--- src/rtl/fhn_spike_encoder.sv ---
// Spike encoder for the FHN neuron core: hysteresis threshold FSM with refractory hold,
// queuing {onset timestamp, peak v} events into an 8-deep first-word-fall-through FIFO.
module fhn_spike_encoder #(
    parameter int                         DATA_W   = 16,
    parameter int                         FRC_BITS = 12,
    parameter int                         TS_W     = 32,
    parameter int                         FIFO_AW  = 3,
    parameter logic signed [DATA_W-1:0]   THR_HI   = 16'sd2048,
    parameter logic signed [DATA_W-1:0]   THR_LO   = -16'sd2048,
    parameter int                         REFRAC   = 16
) (
    input  logic                     clk,
    input  logic                     rst,
    input  logic                     en,
    input  logic signed [DATA_W-1:0] v_in,
    input  logic                     ts_clear,
    input  logic                     spk_ready,
    output logic                     spk_valid,
    output logic [TS_W-1:0]          spk_ts,
    output logic signed [DATA_W-1:0] spk_peak,
    output logic                     spike_pulse,
    output logic [FIFO_AW:0]         fifo_count,
    output logic                     overflow,
    input  logic                     ovf_clear
);

    localparam int DEPTH = 1 << FIFO_AW;
    localparam int RC_W  = (REFRAC > 1) ? $clog2(REFRAC + 1) : 1;

    localparam logic [1:0] ST_REARM   = 2'd0;
    localparam logic [1:0] ST_QUIET   = 2'd1;
    localparam logic [1:0] ST_SPIKING = 2'd2;
    localparam logic [1:0] ST_REFRACT = 2'd3;

    if (FRC_BITS >= DATA_W || THR_LO >= THR_HI) begin : g_param_check
        $error("fhn_spike_encoder: bad FRC_BITS or threshold ordering");
    end

    typedef struct packed {
        logic [TS_W-1:0]   ts;
        logic [DATA_W-1:0] peak;
    } entry_t;

    logic [1:0]                state;
    logic [TS_W-1:0]           ts;
    logic [TS_W-1:0]           onset_ts;
    logic signed [DATA_W-1:0]  peak;
    logic [RC_W-1:0]           refrac_cnt;

    logic v_hi, v_lo, push, pop, full, wr_ok;

    assign v_hi = (v_in >= THR_HI);
    assign v_lo = (v_in <= THR_LO);
    // The release sample only closes the event; it never competes for the peak.
    assign push = en && (state == ST_SPIKING) && v_lo;

    // NOTE: every register below uses non-blocking assignment so all state updates
    // see the pre-edge values, independent of block ordering.
    always_ff @(posedge clk or negedge rst) begin
        if (!rst) begin
            ts <= '0;
        end else if (ts_clear) begin
            ts <= '0;
        end else if (en) begin
            ts <= ts + 1'b1;
        end
    end

    always_ff @(posedge clk or negedge rst) begin
        if (!rst) begin
            state       <= ST_REARM;
            onset_ts    <= '0;
            peak        <= '0;
            refrac_cnt  <= '0;
            spike_pulse <= 1'b0;
        end else begin
            spike_pulse <= 1'b0;
            if (en) begin
                case (state)
                    ST_REARM: begin
                        if (v_lo) state <= ST_QUIET;
                    end
                    ST_QUIET: begin
                        if (v_hi) begin
                            state       <= ST_SPIKING;
                            onset_ts    <= ts;
                            peak        <= v_in;
                            spike_pulse <= 1'b1;
                        end
                    end
                    ST_SPIKING: begin
                        if (v_lo) begin
                            if (REFRAC > 0) begin
                                state      <= ST_REFRACT;
                                refrac_cnt <= RC_W'(REFRAC);
                            end else begin
                                state <= ST_QUIET;
                            end
                        end else if (v_in > peak) begin
                            peak <= v_in;
                        end
                    end
                    ST_REFRACT: begin
                        if (refrac_cnt == RC_W'(1)) state <= ST_QUIET;
                        else                        refrac_cnt <= refrac_cnt - 1'b1;
                    end
                    default: state <= ST_REARM;
                endcase
            end
        end
    end

    // Event FIFO
    entry_t              mem [DEPTH];
    entry_t              head;
    logic [FIFO_AW-1:0]  wr_ptr, rd_ptr;
    logic [FIFO_AW:0]    count;

    assign full      = (count == (FIFO_AW + 1)'(DEPTH));
    assign spk_valid = (count != '0);
    assign pop       = spk_valid && spk_ready;
    assign wr_ok     = push && (!full || pop);

    // NOTE: storage is deliberately left unreset; the read port is masked while
    // empty, so stale contents are never observable.
    always_ff @(posedge clk) begin
        if (wr_ok) mem[wr_ptr] <= '{ts: onset_ts, peak: peak};
    end

    always_ff @(posedge clk or negedge rst) begin
        if (!rst) begin
            wr_ptr   <= '0;
            rd_ptr   <= '0;
            count    <= '0;
            overflow <= 1'b0;
        end else begin
            if (wr_ok) wr_ptr <= wr_ptr + 1'b1;
            if (pop)   rd_ptr <= rd_ptr + 1'b1;
            if (wr_ok && !pop)      count <= count + 1'b1;
            else if (!wr_ok && pop) count <= count - 1'b1;
            // A drop in the same cycle as a clear request must stay visible.
            if (push && full && !pop) overflow <= 1'b1;
            else if (ovf_clear)       overflow <= 1'b0;
        end
    end

    // NOTE: the output mux is fully assigned in every branch, so no latch is inferred.
    always_comb begin
        head     = mem[rd_ptr];
        spk_ts   = '0;
        spk_peak = '0;
        if (spk_valid) begin
            spk_ts   = head.ts;
            spk_peak = $signed(head.peak);
        end
    end

    assign fifo_count = count;

endmodule

--- config.mk ---
export PLATFORM = sky130hd
export DESIGN_NAME = fhn_spike_encoder
export DESIGN_NICKNAME = d
export VERILOG_FILES = /design/src/rtl/fhn_spike_encoder.sv
export SDC_FILE = /design/constraint.sdc
export NUM_CORES = 1
export LEC_CHECK = 0
export ABC_AREA = 1
export BUFFER_PORTS_ARGS = -buffer_cell sky130_fd_sc_hd__buf_4
export CAP_MARGIN = 10
export CORE_MARGIN = 2
export CORE_UTILIZATION = 62
export CTS_CLUSTER_SIZE = 20
export DETAILED_ROUTE_END_ITERATION = 16
export GPL_ROUTABILITY_DRIVEN = 1
export PLACE_DENSITY = 0.83
export SLEW_MARGIN = 40
export SYNTH_ARGS = -nofsm -noshare
export SYNTH_HDL_FRONTEND = slang
export SYNTH_SLANG_ARGS = --single-unit
--- constraint.sdc ---
create_clock -name clk -period 5.3 [get_ports clk]
set_input_delay 0.795 -clock clk [delete_from_list [all_inputs] [get_ports clk]]
set_output_delay 0.795 -clock clk [all_outputs]
set_load 0.02 [all_outputs]
======== After elaboration in Yosys (flattened, before gate mapping) ========
Memory sizes are Yosys's and may differ from the RTL's.
Cells that the tools add are included.
operators by class
  order comparisons ....................... 3
  $mul .................................... 0
  shifts and indexed selects .............. 0
  multiplexer cells ....................... 25
  bitwise gates (word level) .............. 0
  divide/modulo/power cells ............... 0
  add/subtract/negate cells ............... 6
  reductions and logical operators ........ 23
  eq/ne operators ......................... 12
operator list
  cell                                                                                    number
  32-bit 2-to-1 mux                                                                       3
  16-bit 2-to-1 mux                                                                       4
  32-bit by 1-bit adder with 32-bit output (second input constant)                        1
  16-bit one-hot mux with 2 select lines                                                  1
  16-bit by 13-bit greater-or-equal comparator with 1-bit output (second input constant)  1
  16-bit > comparator                                                                     1
  16-bit by 12-bit <= comparator with 1-bit output (second input constant)                1
  2-bit inequality test (second input constant)                                           6
  5-bit 2-to-1 mux                                                                        2
  5-bit one-hot mux with 2 select lines                                                   1
  5-bit AND reduction                                                                     2
  2-bit nonzero test                                                                      5
  1-bit logical AND                                                                       8
  2-bit 2-to-1 mux                                                                        4
  4-bit 2-to-1 mux                                                                        2
  2-bit one-hot mux with 4 select lines                                                   1
  1-bit 2-to-1 mux                                                                        7
  3-bit by 1-bit adder with 3-bit output (second input constant)                          2
  5-bit by 1-bit equality test with 1-bit output (second input constant)                  1
  5-bit by 1-bit subtractor with 5-bit output (second input constant)                     1
  4-bit by 1-bit adder with 4-bit output (second input constant)                          1
  2-bit equality test (second input constant)                                             2
  4-bit equality test (second input constant)                                             1
  4-bit AND reduction                                                                     1
  other kinds (8)                                                                         10
word-level totals
  latch bits .............................. 0
  memories kept ........................... 1
  RAM bits ................................ 384
  register bits ........................... 99
  word-level logic and storage cells ...... 80
  memory bits (read-only) ................. 0
  bits of input ports ..................... 22
memories
  name  depth  width  read ports  clocked after memory_dff  write ports  line  text
  mem   8      48     1           0                         1            114   entry_t mem [DEPTH];

======== Depth between registers and ports, before layout ========
  word-level depth ........................ 8
  depth in mapped cells ................... 16

======== Worst setup path after synthesis ========
No wires, ideal clock.
  path kind ............................... input-to-reg
  start ................................... in v_in[11]
  end ..................................... mem mem[0][0] in the netlist's numbering, enable pin
  arrival time ............................ 3.713 ns
  stages .................................. 8
  buffers on the path ..................... 0
  library setup time ...................... 0.454 ns
  setup slack ............................. 1.133 ns
  path through ............................ nand4_1 > nor2_1 > a22oi_2 > nor2_2 > nand2_1 > nor2_4 > nand2_1 > nor2_1
between the ends
  longest elaborated chain between the ends .. 5
RTL lines
  item                                              line  text
  from (decl)                                       15    input logic signed [DATA_W-1:0] v_in,
  16-bit by 12-bit <= comparator with 1-bit output  53    assign v_lo = (v_in <= THR_LO);
  1-bit logical AND                                 55    assign push = en && (state == ST_SPIKING) && v_lo;
  1-bit logical AND                                 122   assign wr_ok = push && (!full || pop);
  via wr_ok                                         50    logic v_hi, v_lo, push, pop, full, wr_ok;
  1-bit 2-to-1 mux                                  127   if (wr_ok) mem[wr_ptr] <= '{ts: onset_ts, peak: peak};
  1-bit 2-to-1 mux (not written as such)            127
  to (decl)                                         114
The timed path passes the listed nets, and every way through them passes these cells.

======== Worst setup path after layout ========
  start ................................... reg rd_ptr[0]
  end ..................................... out spk_ts[30]
between the ends
  longest elaborated chain between the ends .. 2
RTL lines
  item                    line  text
  from (decl)             116   logic [FIFO_AW-1:0] wr_ptr, rd_ptr;
  from (signal assigned)  138   if (pop) rd_ptr <= rd_ptr + 1'b1;
  memory read 8 x 48 bit  --
  32-bit 2-to-1 mux       152   if (spk_valid) begin
  to (decl)               19    output logic [TS_W-1:0] spk_ts,
Every way passes these cells.

==> results.json <==
{
  "outcome": "completed",
  "hpwl_mm": 27.8,
  "diodes": 0,
  "syn_area_per_cell_sq_um": 11.5,
  "grt_max_degree": 121,
  "drc": 0,
  "cts-root-buf": "clkbuf_16",
  "powerDensity_nw_per_um2": 576,
  "finalHoldViolCount": 0,
  "netlist_area_sq_um": 20300,
  "start_kind": "flop",
  "worstPathCellList": "inv_4 > buf_4 > o21ai_0 > o22ai_1 > o21ai_0 > a31oi_1 > buf_4",
  "cts-buffers-inserted": 46,
  "cts_tree": "done",
  "io_buffers": 76,
  "die_w_um": 185,
  "die-area_sq_um": 34100,
  "grt_pass1_vias": 13800,
  "postCtsSetupBuffers": 0,
  "critPathCaptureType": "output port",
  "yosys_warnings": 0,
  "rsz0062_at_grt": "no",
  "grt.overflow.total": 0,
  "syn_nets": 1812,
  "path_clk_slew_ps": 60,
  "vdd_drop_max_mv": 0.459,
  "grt_pass1_wl_mm": 75.0,
  "cp_num_buf_inv": 3,
  "synthCells": 1760,
  "die_height_um": 185,
  "wl_per_cell_um": 20.8,
  "cts_sinks": 483,
  "fin_skew_ps": 22.7,
  "p_leak_nw": 8.42,
  "start_util_pct": 62.6,
  "wirelength_mm": 47.8,
  "nNetsFinal": 1869,
  "rows": 66,
  "layout_common_cells": "edfxtp_1 (384), nor2_1 (328), o21ai_0 (266), nand2_1 (166), inv_1 (99)",
  "drt-vias-per-instance": 6.09,
  "ys_ff_latch": 483,
  "dr.pass1.iters": 6,
  "cp.arrival_ps": 3240,
  "fin_crit_sh_pct": 76.2,
  "required_ps": 4510,
  "area_delta_synth_final_pct": 13.3,
  "setup_violations": 0,
  "slew_headroom_pct": 42.3,
  "layout-drive-gt1-share_pct": 12.2,
  "max_freq_mhz": 248,
  "min_period_ps": 4040,
  "ctsHtreeMaxLevel": 2,
  "antenna_found_initial": 0,
  "crit_family": "buffers and inverters",
  "critPathKind": "reg2out",
  "drt_iter0_drc": 1664,
  "slew_viol_final": 0,
  "final_util_pct": 70.9,
  "synth_cell_type_count": 49,
  "ant_nets": 0,
  "ys_seq_area_share_pct": 69.1,
  "critPathMaxFanout": 53,
  "hold_buffers": 0,
  "vias": 14000,
  "max_stage_delay_ps": 720,
  "slowest_stage": "dfrtp_4",
  "clock_latency_ps": 560,
  "clk_path_buf_depth": 3,
  "gr-usage-all-layers_pct": 28.6,
  "worst_slew_pin_slew_ps": 866,
  "gp_congestion": 0.907,
  "crit_start": "rd_ptr[0]",
  "min_path_type": "in2async",
  "pin_count": 77,
  "final_common_cell": "edfxtp_1",
  "setup_tns_ps": 0,
  "max-cap-violations": 0,
  "cts_resized": 0,
  "fp.coreArea_sq_um": 32400,
  "rr_startpoint": "state[0]"
}
==> per-layer routing <==
metal,part of all wire [%],GRT usage [%],vias to the layer above
li1,-,-,6332
met1,39,39.5,6695
met2,49,47.4,847
met3,9.5,4.05,104
met4,2.8,9.65,0
met5,0,0,-
==> final cells by class <==
type | instances | area (sq um)
clock buffer | 62 | 1320
clock inverter | 24 | 325
fill | 2114 | 9410
inverter | 104 | 395
multi-input combinational | 1081 | 5530
sequential | 483 | 14000
tap | 442 | 553
timing repair buffer | 101 | 830
==> path summary, 6_finish.rpt <==
kind                                  to  slack, ps  cells past startpoint
setup / recovery              spk_ts[30]       1260                      7
hold / removal             fifo_count[3]        270                      1
setup reg to reg              mem[7][42]       2270                      9
hold reg to reg            refrac_cnt[4]        510                      2
max in group asynchronous       state[1]       4240                      2
min in group clk                overflow        440                      2
==> cells in the mapped netlist (all sizes together) <==
cell type | count | area, sq um
edfxtp | 384 | 11500
nor2 | 348 | 1390
o21ai | 286 | 1440
nand2 | 174 | 693
inv | 102 | 383
dfrtp | 99 | 2480
clkbuf | 57 | 215
a31oi | 49 | 307
o22ai | 48 | 300
nand3 | 45 | 240
buf | 35 | 185
ha | 29 | 363
a21oi | 25 | 125
o21a | 19 | 143
nand4 | 14 | 103
nor3 | 13 | 91.3
nor4 | 6 | 37.5
xor2 | 6 | 52.6
xnor2 | 4 | 35.0
clkinv | 2 | 7.51
nor3b | 2 | 15.0
or2 | 2 | 12.5
a21o | 1 | 7.51
a22oi | 1 | 12.5
a31o | 1 | 8.76
and2 | 1 | 6.26
fa | 1 | 20.0
mux2 | 1 | 11.3
nand3b | 1 | 7.51
nor4b | 1 | 15.0
o211a | 1 | 10.0
o21bai | 1 | 7.51
o41ai | 1 | 8.76
==> cells by family after synthesis <==
kind of cell | share of synthesized area (%)
xor+xnor | 0.432
fa+ha+maj | 1.89
mux | 0.0556
flops | 69.1
buf+inv | 3.90
simple gates | 12.9
compound gates | 11.7
==> metrics by stage <==
step / area, sq um / power, mW / std cells / hold slack, ps / worst slack, ps
2_1_floorplan: 20300 / 7.95 / 1760 / 453 / 1130
3_3_place_gp: 21300 / 9.47 / 2209 / 476 / 1610
3_5_place_dp: 21300 / 9.66 / 2210 / 488 / 1730
4_1_cts: 22900 / 13.2 / 2296 / 315 / 1340
5_1_grt: 23000 / 13.8 / 2297 / 339 / 1180
6_report: 23000 / 13.2 / 2297 / 268 / 1260
==> registers in the layout, summed over array words and instances, names as in the netlist <==
signal	flops
refrac_cnt	5
overflow	1
spike_pulse	1
onset_ts	32
peak	16
ts	32
state	2
mem	384
wr_ptr	3
rd_ptr	3
fifo_count	4
==> report_power, final <==
group,switching [mW],internal [mW],total (mW)
combinational,2.81,1.47,4.28
clock,1.40,2.13,3.54
sequential,0.671,4.74,5.42
Note: power is estimated with default switching activity, not from simulation.
